[src/rtl/downlink_framer_if.sv]
// Downlink framer bus: frame request/cancel, field inputs and serial output pair.
`timescale 1ns/1ps
interface downlink_framer_if;
  logic       start;
  logic       abort;
  logic       resolution_in;
  logic [2:0] compression_in;
  logic [2:0] repetition_in;
  logic       write_en;
  logic       downlink_bit;
  logic       busy;
  logic       done;

  // Requester side: drives the frame request and fields, observes the serial pair.
  modport master (
    output start, abort, resolution_in, compression_in, repetition_in,
    input  write_en, downlink_bit, busy, done
  );

  // Framer side.
  modport slave (
    input  start, abort, resolution_in, compression_in, repetition_in,
    output write_en, downlink_bit, busy, done
  );
endinterface

[src/rtl/downlink_framer.sv]
// Downlink command framer: builds {PREAMBLE, resolution, compression, repetition}
// and shifts it out MSB first, one write_en strobe per BIT_PERIOD clocks,
// followed by GAP_CYCLES idle clocks and a one-clock done pulse.
`timescale 1ns/1ps
module downlink_framer #(
  parameter int         BIT_PERIOD = 16,
  parameter int         GAP_CYCLES = 32,
  parameter logic [7:0] PREAMBLE   = 8'b11011101
) (
  input logic             clock,
  input logic             reset,
  downlink_framer_if.slave bus
);

  localparam int FRAME_BITS = 15;
  localparam int PW = $clog2(BIT_PERIOD) + 1;
  localparam int GW = $clog2(GAP_CYCLES) + 1;
  localparam int BW = $clog2(FRAME_BITS) + 1;

  localparam logic [PW-1:0] PERIOD_LAST = PW'(BIT_PERIOD - 1);
  // The strobe register is set one edge before the period wraps, so the
  // strobe cycle is the last cycle of each bit period.
  localparam logic [PW-1:0] STROBE_AT   = PW'(BIT_PERIOD - 2);
  localparam logic [GW-1:0] GAP_LAST    = GW'(GAP_CYCLES - 1);
  localparam logic [BW-1:0] LAST_BIT    = BW'(FRAME_BITS - 1);

  typedef enum logic [1:0] {
    IDLE = 2'd0,
    SEND = 2'd1,
    GAP  = 2'd2
  } state_t;

  state_t                  state, state_next;
  logic [PW-1:0]           period_cnt, period_next;
  logic [BW-1:0]           bit_cnt, bit_cnt_next;
  logic [GW-1:0]           gap_cnt, gap_next;
  logic [FRAME_BITS-1:0]   shift_reg, shift_next;
  logic                    write_en_q, write_en_next;
  logic                    bit_q, bit_next;
  logic                    busy_q, busy_next;
  logic                    done_q, done_next;
  logic [FRAME_BITS-1:0]   frame_word;

  assign frame_word = {PREAMBLE, bus.resolution_in, bus.compression_in, bus.repetition_in};

  // State register.
  // NOTE: sequential state uses non-blocking assignments so every register
  // samples the pre-edge values computed by the combinational block.
  always_ff @(posedge clock or negedge reset) begin
    if (!reset) state <= IDLE;
    else        state <= state_next;
  end

  // Next-state, counter, shift-register and output computation.
  always_comb begin
    // NOTE: every signal gets a default before the case so no path leaves
    // one unassigned, which would otherwise infer a latch.
    state_next    = state;
    period_next   = period_cnt;
    bit_cnt_next  = bit_cnt;
    gap_next      = gap_cnt;
    shift_next    = shift_reg;
    write_en_next = 1'b0;
    bit_next      = bit_q;
    busy_next     = busy_q;
    done_next     = 1'b0;

    unique case (state)
      IDLE: begin
        bit_next  = 1'b0;
        busy_next = 1'b0;
        // abort wins over a simultaneous start.
        if (bus.start && !bus.abort) begin
          state_next   = SEND;
          shift_next   = frame_word;
          bit_next     = frame_word[FRAME_BITS-1];
          period_next  = '0;
          bit_cnt_next = '0;
          busy_next    = 1'b1;
        end
      end

      SEND: begin
        if (bus.abort) begin
          state_next   = IDLE;
          bit_next     = 1'b0;
          busy_next    = 1'b0;
          period_next  = '0;
          bit_cnt_next = '0;
        end else begin
          if (period_cnt == STROBE_AT) write_en_next = 1'b1;
          if (period_cnt == PERIOD_LAST) begin
            period_next = '0;
            // The edge that ends strobe k presents bit k+1.
            if (bit_cnt == LAST_BIT) begin
              state_next   = GAP;
              gap_next     = '0;
              bit_next     = 1'b0;
              bit_cnt_next = '0;
            end else begin
              bit_cnt_next = bit_cnt + BW'(1);
              shift_next   = {shift_reg[FRAME_BITS-2:0], 1'b0};
              bit_next     = shift_reg[FRAME_BITS-2];
            end
          end else begin
            period_next = period_cnt + PW'(1);
          end
        end
      end

      GAP: begin
        if (bus.abort) begin
          state_next = IDLE;
          busy_next  = 1'b0;
          gap_next   = '0;
        end else if (gap_cnt == GAP_LAST) begin
          state_next = IDLE;
          busy_next  = 1'b0;
          done_next  = 1'b1;
          gap_next   = '0;
        end else begin
          gap_next = gap_cnt + GW'(1);
        end
      end

      default: begin
        state_next = IDLE;
        bit_next   = 1'b0;
        busy_next  = 1'b0;
      end
    endcase
  end

  // Datapath and registered outputs.
  always_ff @(posedge clock or negedge reset) begin
    if (!reset) begin
      period_cnt <= '0;
      bit_cnt    <= '0;
      gap_cnt    <= '0;
      shift_reg  <= '0;
      write_en_q <= 1'b0;
      bit_q      <= 1'b0;
      busy_q     <= 1'b0;
      done_q     <= 1'b0;
    end else begin
      period_cnt <= period_next;
      bit_cnt    <= bit_cnt_next;
      gap_cnt    <= gap_next;
      shift_reg  <= shift_next;
      write_en_q <= write_en_next;
      bit_q      <= bit_next;
      busy_q     <= busy_next;
      done_q     <= done_next;
    end
  end

  assign bus.write_en     = write_en_q;
  assign bus.downlink_bit = bit_q;
  assign bus.busy         = busy_q;
  assign bus.done         = done_q;

endmodule

[src/flat_wrapper.sv]
// flat-port wrapper written by rule: the top's interface ports become plain ports
module downlink_framer_flat 
#(
  parameter int         BIT_PERIOD = 16,
  parameter int         GAP_CYCLES = 32,
  parameter logic [7:0] PREAMBLE   = 8'b11011101
)
  (clock, reset, bus_start, bus_abort, bus_resolution_in, bus_compression_in, bus_repetition_in, bus_write_en, bus_downlink_bit, bus_busy, bus_done);
  downlink_framer_if bus_i ();
  input logic clock;
  input logic reset;
  input wire logic [$bits(bus_i.start)-1:0] bus_start;
  input wire logic [$bits(bus_i.abort)-1:0] bus_abort;
  input wire logic [$bits(bus_i.resolution_in)-1:0] bus_resolution_in;
  input wire logic [$bits(bus_i.compression_in)-1:0] bus_compression_in;
  input wire logic [$bits(bus_i.repetition_in)-1:0] bus_repetition_in;
  output wire logic [$bits(bus_i.write_en)-1:0] bus_write_en;
  output wire logic [$bits(bus_i.downlink_bit)-1:0] bus_downlink_bit;
  output wire logic [$bits(bus_i.busy)-1:0] bus_busy;
  output wire logic [$bits(bus_i.done)-1:0] bus_done;
  assign bus_i.start = bus_start;
  assign bus_i.abort = bus_abort;
  assign bus_i.resolution_in = bus_resolution_in;
  assign bus_i.compression_in = bus_compression_in;
  assign bus_i.repetition_in = bus_repetition_in;
  assign bus_write_en = bus_i.write_en;
  assign bus_downlink_bit = bus_i.downlink_bit;
  assign bus_busy = bus_i.busy;
  assign bus_done = bus_i.done;
  downlink_framer #(.BIT_PERIOD(BIT_PERIOD), .GAP_CYCLES(GAP_CYCLES), .PREAMBLE(PREAMBLE)) u_core (.clock(clock), .reset(reset), .bus(bus_i));
endmodule
[config.mk]
export PLATFORM = sky130hd
export DESIGN_NAME = downlink_framer_flat
export DESIGN_NICKNAME = d
export VERILOG_FILES = /design/src/rtl/downlink_framer_if.sv /design/src/rtl/downlink_framer.sv /design/src/flat_wrapper.sv
export SDC_FILE = /design/constraint.sdc
export NUM_CORES = 1
export LEC_CHECK = 0
export BUFFER_PORTS_ARGS = -buffer_cell sky130_fd_sc_hd__buf_2
export CAP_MARGIN = 15
export CORE_MARGIN = 3
export CORE_UTILIZATION = 52
export CTS_CLUSTER_DIAMETER = 30
export DETAILED_ROUTE_END_ITERATION = 8
export PLACE_DENSITY = 0.75
export SKIP_CTS_REPAIR_TIMING = 1
export SYNTH_ARGS = -nofsm -noshare
export SYNTH_HDL_FRONTEND = slang
export SYNTH_SLANG_ARGS = --single-unit
[constraint.sdc]
create_clock -name clock -period 1.58 [get_ports clock]
set_input_delay 0.079 -clock clock [delete_from_list [all_inputs] [get_ports clock]]
set_output_delay 0.079 -clock clock [all_outputs]
set_load 0.05 [all_outputs]
# [Word-level counts from Yosys, hierarchy flattened]
# Index checks and enable logic that the tools add are counted.
[totals] register_bits=36 elab_cells=81 inputBits=11
[classes] n_addsub=3 bitwise_logic=1 n_eq_ne=15 n_reduce_logical=12 muxes=41
[op_table] op="$mux W14" n=4
[op_table] op="$mux W5" n=6
[op_table] op="$mux W6" n=5
[op_table] op="$pmux W14 S2" n=1
[op_table] op="$pmux W5 S2" n=2
[op_table] op="$eq A5 B4 Y1 const B" n=3
[op_table] op="$mux W1" n=13
[op_table] op="$mux W2" n=6
[op_table] op="$pmux W6 S2" n=1
[op_table] op="$add A5 B1 Y5 const B" n=2
[op_table] op="$ne A3 B2 Y1 const B" n=3
[op_table] op="$reduce_and A4 Y1" n=2
[op_table] op="$add A6 B1 Y6 const B" n=1
[op_table] op="$eq A6 B5 Y1 const B" n=1
[op_table] op="$ne A2 B1 Y1 const B" n=3
[op_table] op="$ne A2 B2 Y1 const B" n=3
[op_table] op="$pmux W1 S3" n=2
[op_table] op="$pmux W2 S3" n=1
[op_table] op="$reduce_and A2 Y1" n=3
[op_table] op="$reduce_and A5 Y1" n=1
[op_table] op="$reduce_bool A2 Y1" n=2
[op_table] op="$reduce_and A3 Y1" n=1
[op_table] op="$eq A2 B1 Y1 const B" n=1
[op_table] op="$eq A2 B2 Y1 const B" n=1
[op_table] op="other kinds (4)" n=4

# [Longest topological paths before layout]
# Gate-level depths: netlist of the first run.
[depth] ltp_word=5 depth_mapped=8 depth_no_buf=6

# [Worst setup path before layout of the first run]
# Ideal clock, no wire load.
[synth_path] path_type="reg2reg" from="register u_core.period_cnt[0]" to="register u_core.shift_reg[3]" setup_slack_ns=-0.120 path_stages_with_launch=7 path_buffers=2 required_ns=1.445 arrival_time_ns=1.565 setup_time_ns=0.135 path_cell_list="dfrtp_1 ha_1 and4b_1 buf_2 a31oi_1 clkbuf_1 o21ai_0"
[synth_via] elab_chain_cells=3
[synth_rtl] element="from (decl)" line="downlink_framer.sv:34" source="logic [PW-1:0] period_cnt, period_next;"
[synth_rtl] element="from (signal assigned)" line="downlink_framer.sv:146" source="period_cnt <= period_next;"
[synth_rtl] element="$eq A5 B4 Y1" line="downlink_framer.sv:92" source="if (period_cnt == PERIOD_LAST) begin"
[synth_rtl] element="$ne A2 B1 Y1 (no source line)"
[synth_rtl] element="$reduce_and A5 Y1 (no source line)"
[synth_rtl] element="to (signal assigned)" line="downlink_framer.sv:149" source="shift_reg <= shift_next;"
[synth_rtl] element="to (decl)" line="downlink_framer.sv:37" source="logic [FRAME_BITS-1:0] shift_reg, shift_next;"
# No other way between the ends.
# A chain may end at the register's enable or synchronous reset.

# [Final worst setup path of the first run]
[layout_path] from="register u_core.state[1]" to="register u_core.bit_cnt[3]"
[layout_via] elab_chain_cells=3 elab_cells_between_ends=7 cone_classes="3 x eq/ne; 1 x mux; 3 x reduce/logical"
[layout_rtl] element="from (decl)" line="downlink_framer.sv:33" source="state_t state, state_next;"
[layout_rtl] element="from (signal assigned)" line="downlink_framer.sv:51" source="else state <= state_next;"
[layout_rtl] element="$eq A2 B1 Y1 or $logic_not A2 Y1 (tied branches)" line="downlink_framer.sv:68" source="unique case (state)"
[layout_rtl] element="$ne A3 B2 Y1 (no source line), or another cell as far along"
[layout_rtl] element="$reduce_and A3 Y1 (no source line)"
[layout_rtl] element="to (signal assigned)" line="downlink_framer.sv:147" source="bit_cnt <= bit_cnt_next;"
[layout_rtl] element="to (decl)" line="downlink_framer.sv:35" source="logic [BW-1:0] bit_cnt, bit_cnt_next;"
# Several ways; a longest one is shown, not always the timed one.

==> flow_summary.json, run 1 <==
{
  "status": "complete, but fails checks",
  "violations": "negative setup slack",
  "place_area_mm2": 0.00205,
  "dpl_worst_slack_ps": -32.4,
  "hp-class": "in -> reg",
  "slew_headroom_pct": 60.0,
  "insertion_delay_ps": 350,
  "ys_seq_elements": 36,
  "synth.most_common_cell": "dfrtp_1",
  "clkTransAtPathRegs_ps": 100,
  "synth_nets": 195,
  "dp_hpwl_mm": 2.75,
  "finalNetCount": 238,
  "finalMaxSlewViolations": 0,
  "dieHeight_um": 64.3,
  "critical_path_required_ps": 1870,
  "critical_path_class": "reg -> reg",
  "worst_slack_ps": -95.8,
  "tightest_slew_ps": 593,
  "seq_area_frac_synth_pct": 50.9,
  "largest_reg_flops": 14,
  "rows": 20,
  "start_util_pct": 56.1,
  "synth_cell_type_count": 38,
  "grt_pass1_vias": 1441,
  "synthTopCellsByArea": "dfrtp_1, o21ai_0, nand2_1, ha_1, mux2i_1",
  "fin_crit_sh_pct": 106,
  "p_leak_nw": 1.03,
  "final_hold_viol_count": 0,
  "fmax_mhz": 597,
  "gr-usage-all-layers_pct": 20.6,
  "syn_avg_cell_area_um2": 9.88,
  "synth_ff_type": "dfrtp_1",
  "yosysTopAreaCellShare_pct": 50.9,
  "core_area_mm2": 0.00315,
  "min_period_ps": 1680,
  "cts_buffer_depth": 2,
  "tritoncts": "done",
  "synth_cells": 179,
  "multi_input_area_um2": 893,
  "seq_area_um2": 903,
  "ys_top_cells_by_count": "dfrtp_1, nand2_1, o21ai_0, nor2_1, nor3_1",
  "vias_per_cell": 5.82,
  "setup_viol": 4,
  "grt_max_degree": 37,
  "worstPathArrival_ps": 1960,
  "drc": 0,
  "htree_levels": 2,
  "cts_buffers": 5,
  "yosys.area.top_type": "dfrtp_1",
  "drive_gt1_share_pct": 32.0,
  "place.gp.congestion": 0.804,
  "cts_root_buffer": "clkbuf_4",
  "die_x_um": 64.3,
  "synth_edf_count": 0,
  "path_max_fanout": 6,
  "final.setup.tns_ps": -138,
  "power.total_mw": 1.85,
  "wl_per_cell_um": 16.1,
  "rsz0062_at_grt": "yes",
  "num-fill-cells": 222,
  "die-area_mm2": 0.00414,
  "drtPass1Iterations": 4,
  "synthArstFlopShare_pct": 100,
  "routed_wl_mm": 4.29,
  "port_buffers": 14,
  "area_delta_synth_final_pct": 28.3,
  "grt_overflow_total": 0,
  "cts.sinks": 36,
  "worstSetupStartpointType": "flop",
  "antenna_found_initial": 0,
  "detail-route-antenna-nets": 0,
  "end_kind": "flop",
  "yosys_warnings": 0,
  "grt_pass1_wl_mm": 6.59,
  "io_pins": 15,
  "syn_area_mm2": 0.00177,
  "drtIter0Drc": 98,
  "cap_violations": 0,
  "post-route-cell-area_mm2": 0.00227,
  "skew_ps": 8.94,
  "diodes": 0,
  "reg2reg_slack_ps": -100,
  "via_count": 1547,
  "peakVddDrop_uv": 620,
  "pwr_density_cell_mw_per_mm2": 814
}
## placed cells by master (no fill, tap or decap), drive strengths merged, types with 3 or more instances in the layout
| master | instances |
|---|---|
| o21ai | 24 |
| nor2b | 3 |
| and3 | 3 |
| mux2i | 6 |
| nor3 | 8 |
| clkbuf | 8 |
| dfrtp | 36 |
| buf | 41 |
| a31oi | 5 |
| a21oi | 6 |
| nand3 | 7 |
| nor2 | 10 |
| ha | 5 |
| nand2 | 27 |
| inv | 4 |
## cell type report
| class | count | area share [%] |
|---|---|---|
| timing repair buffer | 44 | 14.9 |
| tap | 44 | 2.43 |
| inverter | 4 | 0.662 |
| multi-input combinational | 131 | 39.4 |
| sequential | 36 | 39.8 |
| clock buffer | 7 | 2.87 |
## cell families (layout without fill, tap and decap cells)
group / Yosys count / count (layout) / share of synthesized area, %
simple gates: 73 / 73 / 22.2
compound gates: 45 / 45 / 15.3
flops: 36 / 36 / 50.9
buf+inv: 12 / 55 / 3.61
mux: 6 / 6 / 3.39
fa+ha+maj: 5 / 5 / 3.54
xor+xnor: 2 / 2 / 0.990
## routing by layer
metal / wire length, um / track usage [%] / share of wire (%) / up-vias
met5: 0 / 0 / 0 / -
met2: 2090 / 31.4 / 49 / 44
met3: 209 / 6.15 / 4.9 / 14
met1: 1900 / 27.9 / 44 / 758
met4: 91 / 6.86 / 2.1 / 0
li1: - / - / - / 731
## worst max-delay path, cell delays in order, from the launching register on
cell	delay [ps]
dfrtp_2	480
or3b_4	480
or4_1	540
nand3_1	120
## worst paths after layout
check | depth (start not counted) | endpoint | startpoint
max in group asynchronous | 3 | u_core.state[0] | reset
min reg2reg | 2 | u_core.shift_reg[5] | u_core.shift_reg[5]
min | 3 | u_core.shift_reg[5] | bus_compression_in[2]
max | 3 | u_core.bit_cnt[3] | u_core.state[1]
min in group asynchronous | 3 | u_core.bit_cnt[4] | reset
max reg2reg | 3 | u_core.bit_cnt[3] | u_core.state[1]
## per-stage QoR
| step | std cells | hold slack (ps) | utilization [%] |
|---|---|---|---|
| finish | 266 | 10.5 | 72.0 |
| global route | 266 | 28.2 | 72.0 |
| CTS | 259 | -234 | 67.0 |
| detailed placement | 252 | 139 | 64.9 |
| global placement | 252 | 135 | 64.9 |
| floorplan | 179 | -217 | - |
## power breakdown
group | leakage (nW) | switching (mW) | internal, mW
clock network | 0.0374 | 0.289 | 0.252
logic | 0.541 | 0.165 | 0.125
registers | 0.454 | 0.0368 | 0.978
total | 1.03 | 0.491 | 1.36
(Power assumes the default switching activity.)
==> run 2: changes to the inputs <==
==> constraint.sdc (replaced) <==
create_clock -name clock -period 1.58 [get_ports clock]
set_input_delay 0.158 -clock clock [delete_from_list [all_inputs] [get_ports clock]]
set_output_delay 0.158 -clock clock [all_outputs]
set_load 0.05 [all_outputs]
==> run 2 against run 1 <==
  * Worst setup slack better by 41 ps
  * Via count is 1.4% higher
  * Fmax is 2.5% higher
  * Highest routed layer unchanged
  * Die area stayed put
  * Critical path type unchanged
  * Critical path depth is 2 higher
  * The flow still finishes with violations (negative setup slack)
  * First-iteration DRC count is 11% lower
  * Clock skew is 0.58 ps lower
  * Routed wire length is 5.5% higher
  * Cell count is 2.3% higher
==> flow_summary.json, run 2 (synthesis results as in run 1) <==
{
  "multi_input_area_um2": 937,
  "worst_r2r_path_depth": 5,
  "worstSetupStartpointType": "flop",
  "path_depth": 5,
  "insertion_delay_ps": 340,
  "grt_pass1_vias": 1406,
  "fin_crit_sh_pct": 103,
  "p_leak_nw": 1.07,
  "setup.worst_path.start": "u_core.period_cnt[0]",
  "rsz0062_at_grt": "yes",
  "final_cell_mix": "dfrtp_1, buf_4, nand2_1, buf_2, o21ai_0",
  "dp_hpwl_mm": 2.75,
  "critical_path_class": "reg -> reg",
  "routed_wl_mm": 4.53,
  "largest_reg_flops": 14,
  "path_cells": "ha_2, and4b_2, o221ai_4, or4_1, nand3_1",
  "mostFrequentLayoutCell": "dfrtp_1",
  "clkTransAtPathRegs_ps": 110,
  "grt_max_degree": 37,
  "hold_start": "bus_repetition_in[0]",
  "fmax_mhz": 612,
  "finalMaxSlewViolations": 0,
  "dpl_worst_slack_ps": -34.3,
  "dp_cells": 253,
  "utilization_pct": 73.9,
  "skew_ps": 8.36,
  "p_int_mw": 1.34,
  "drc": 0,
  "grt_overflow_total": 0,
  "num-fill-cells": 209,
  "finalNetCount": 243,
  "via_count": 1569,
  "pwr_density_cell_mw_per_mm2": 800,
  "post-route-cell-area_mm2": 0.00233,
  "final.setup.tns_ps": -135,
  "netSwitchingFraction_pct": 28.1,
  "worstPathArrival_ps": 1910,
  "end_kind": "flop",
  "cap_violations": 0,
  "final_hold_viol_count": 0,
  "seqPwrFrac_pct": 54.7,
  "place_area_mm2": 0.00205,
  "die_x_um": 64.3,
  "hp-class": "in -> reg",
  "tritoncts": "done",
  "tightest_slew_ps": 446,
  "path_max_fanout": 6,
  "timing.rr.start": "u_core.period_cnt[0]",
  "whs_ps": 43.3,
  "pwr-share-comb_pct": 18.2,
  "cts_buffer_depth": 2,
  "critical_path_required_ps": 1860,
  "vias_per_cell": 5.77,
  "start_util_pct": 56.1,
  "min_period_ps": 1630,
  "htree_levels": 2,
  "core_area_mm2": 0.00315,
  "io_pins": 15,
  "wl_per_cell_um": 16.6,
  "slew_headroom_pct": 70.2,
  "violations": "negative setup slack",
  "place.gp.congestion": 0.818,
  "die-area_mm2": 0.00414,
  "drtPass1Iterations": 4,
  "drive_gt1_share_pct": 38.2,
  "port_buffers": 14,
  "cts_root_buffer": "clkbuf_4",
  "final_cells": 272,
  "p_clk_share_pct": 27.1,
  "grt_pass1_wl_mm": 6.44,
  "cp_top_family": "simple AND/OR/NAND/NOR gates",
  "status": "complete, but fails checks",
  "reg2reg_slack_ps": -50,
  "cts_buffers": 5,
  "rows": 20,
  "dieHeight_um": 64.3,
  "power.total_mw": 1.86,
  "area_delta_synth_final_pct": 31.8,
  "drtIter0Drc": 87,
  "detail-route-antenna-nets": 0,
  "worst_path_max_delay_cell": "or4_1",
  "slowest_delay_ps": 420,
  "cts.sinks": 36,
  "worstSetupEndpoint": "u_core.bit_cnt[3]",
  "switchingPower_mw": 0.523,
  "diodes": 0,
  "r2r_end": "u_core.bit_cnt[3]",
  "seq_area_um2": 903,
  "antenna_found_initial": 0,
  "gr-usage-all-layers_pct": 20.2,
  "peakVddDrop_uv": 511,
  "worst_slack_ps": -54.8,
  "setup_viol": 6,
  "cp_num_buf_inv": 0
}
==> run 2: cell types whose count changed in the layout (fill, tap and decap cells not counted), sizes merged <==
cell         previous run  this run
dlygate4sd3             2         1
clkinv                  0         2
clkbuf                  8         6
buf                    41        48
==> run 2: routing by layer <==
layer	vias up	track usage, %	routed length, um
met3	7	6.15	180
met2	43	31.2	2360
met5	-	0	0
met4	0	7.65	48
li1	737	-	-
met1	782	26.7	1940
==> run 2: worst min path at each step <==
stage	to	slack, ps	cells after the start
after floorplan	u_core.bit_cnt[0]	-140	0
after global placement	u_core.bus.write_en	210	2
after detailed placement	u_core.bus.write_en	220	2
after CTS	u_core.gap_cnt[4]	-150	2
after global routing	u_core.shift_reg[0]	40	2
final	u_core.shift_reg[0]	40	2
==> run 2: power by group through the flow <==
stage / combinational (mW) / sequential [mW] / clock [mW]
finish: 0.339 / 1.02 / 0.505
CTS: 0.264 / 1.01 / 0.520
global placement: 0.250 / 1.03 / 0
floorplan: 0.141 / 1.04 / 0
global route: 0.370 / 1.03 / 0.556
detailed placement: 0.263 / 1.03 / 0
==> run 2: area by class of cell <==
class                   instances  area share (%)
repair buffers                 49            15.4
well taps                      44            2.36
clock buffers                   6            2.20
inverters                       4           0.644
multi-input cells             131            40.2
flip-flops and latches         36            38.8
clock inverters                 2           0.429
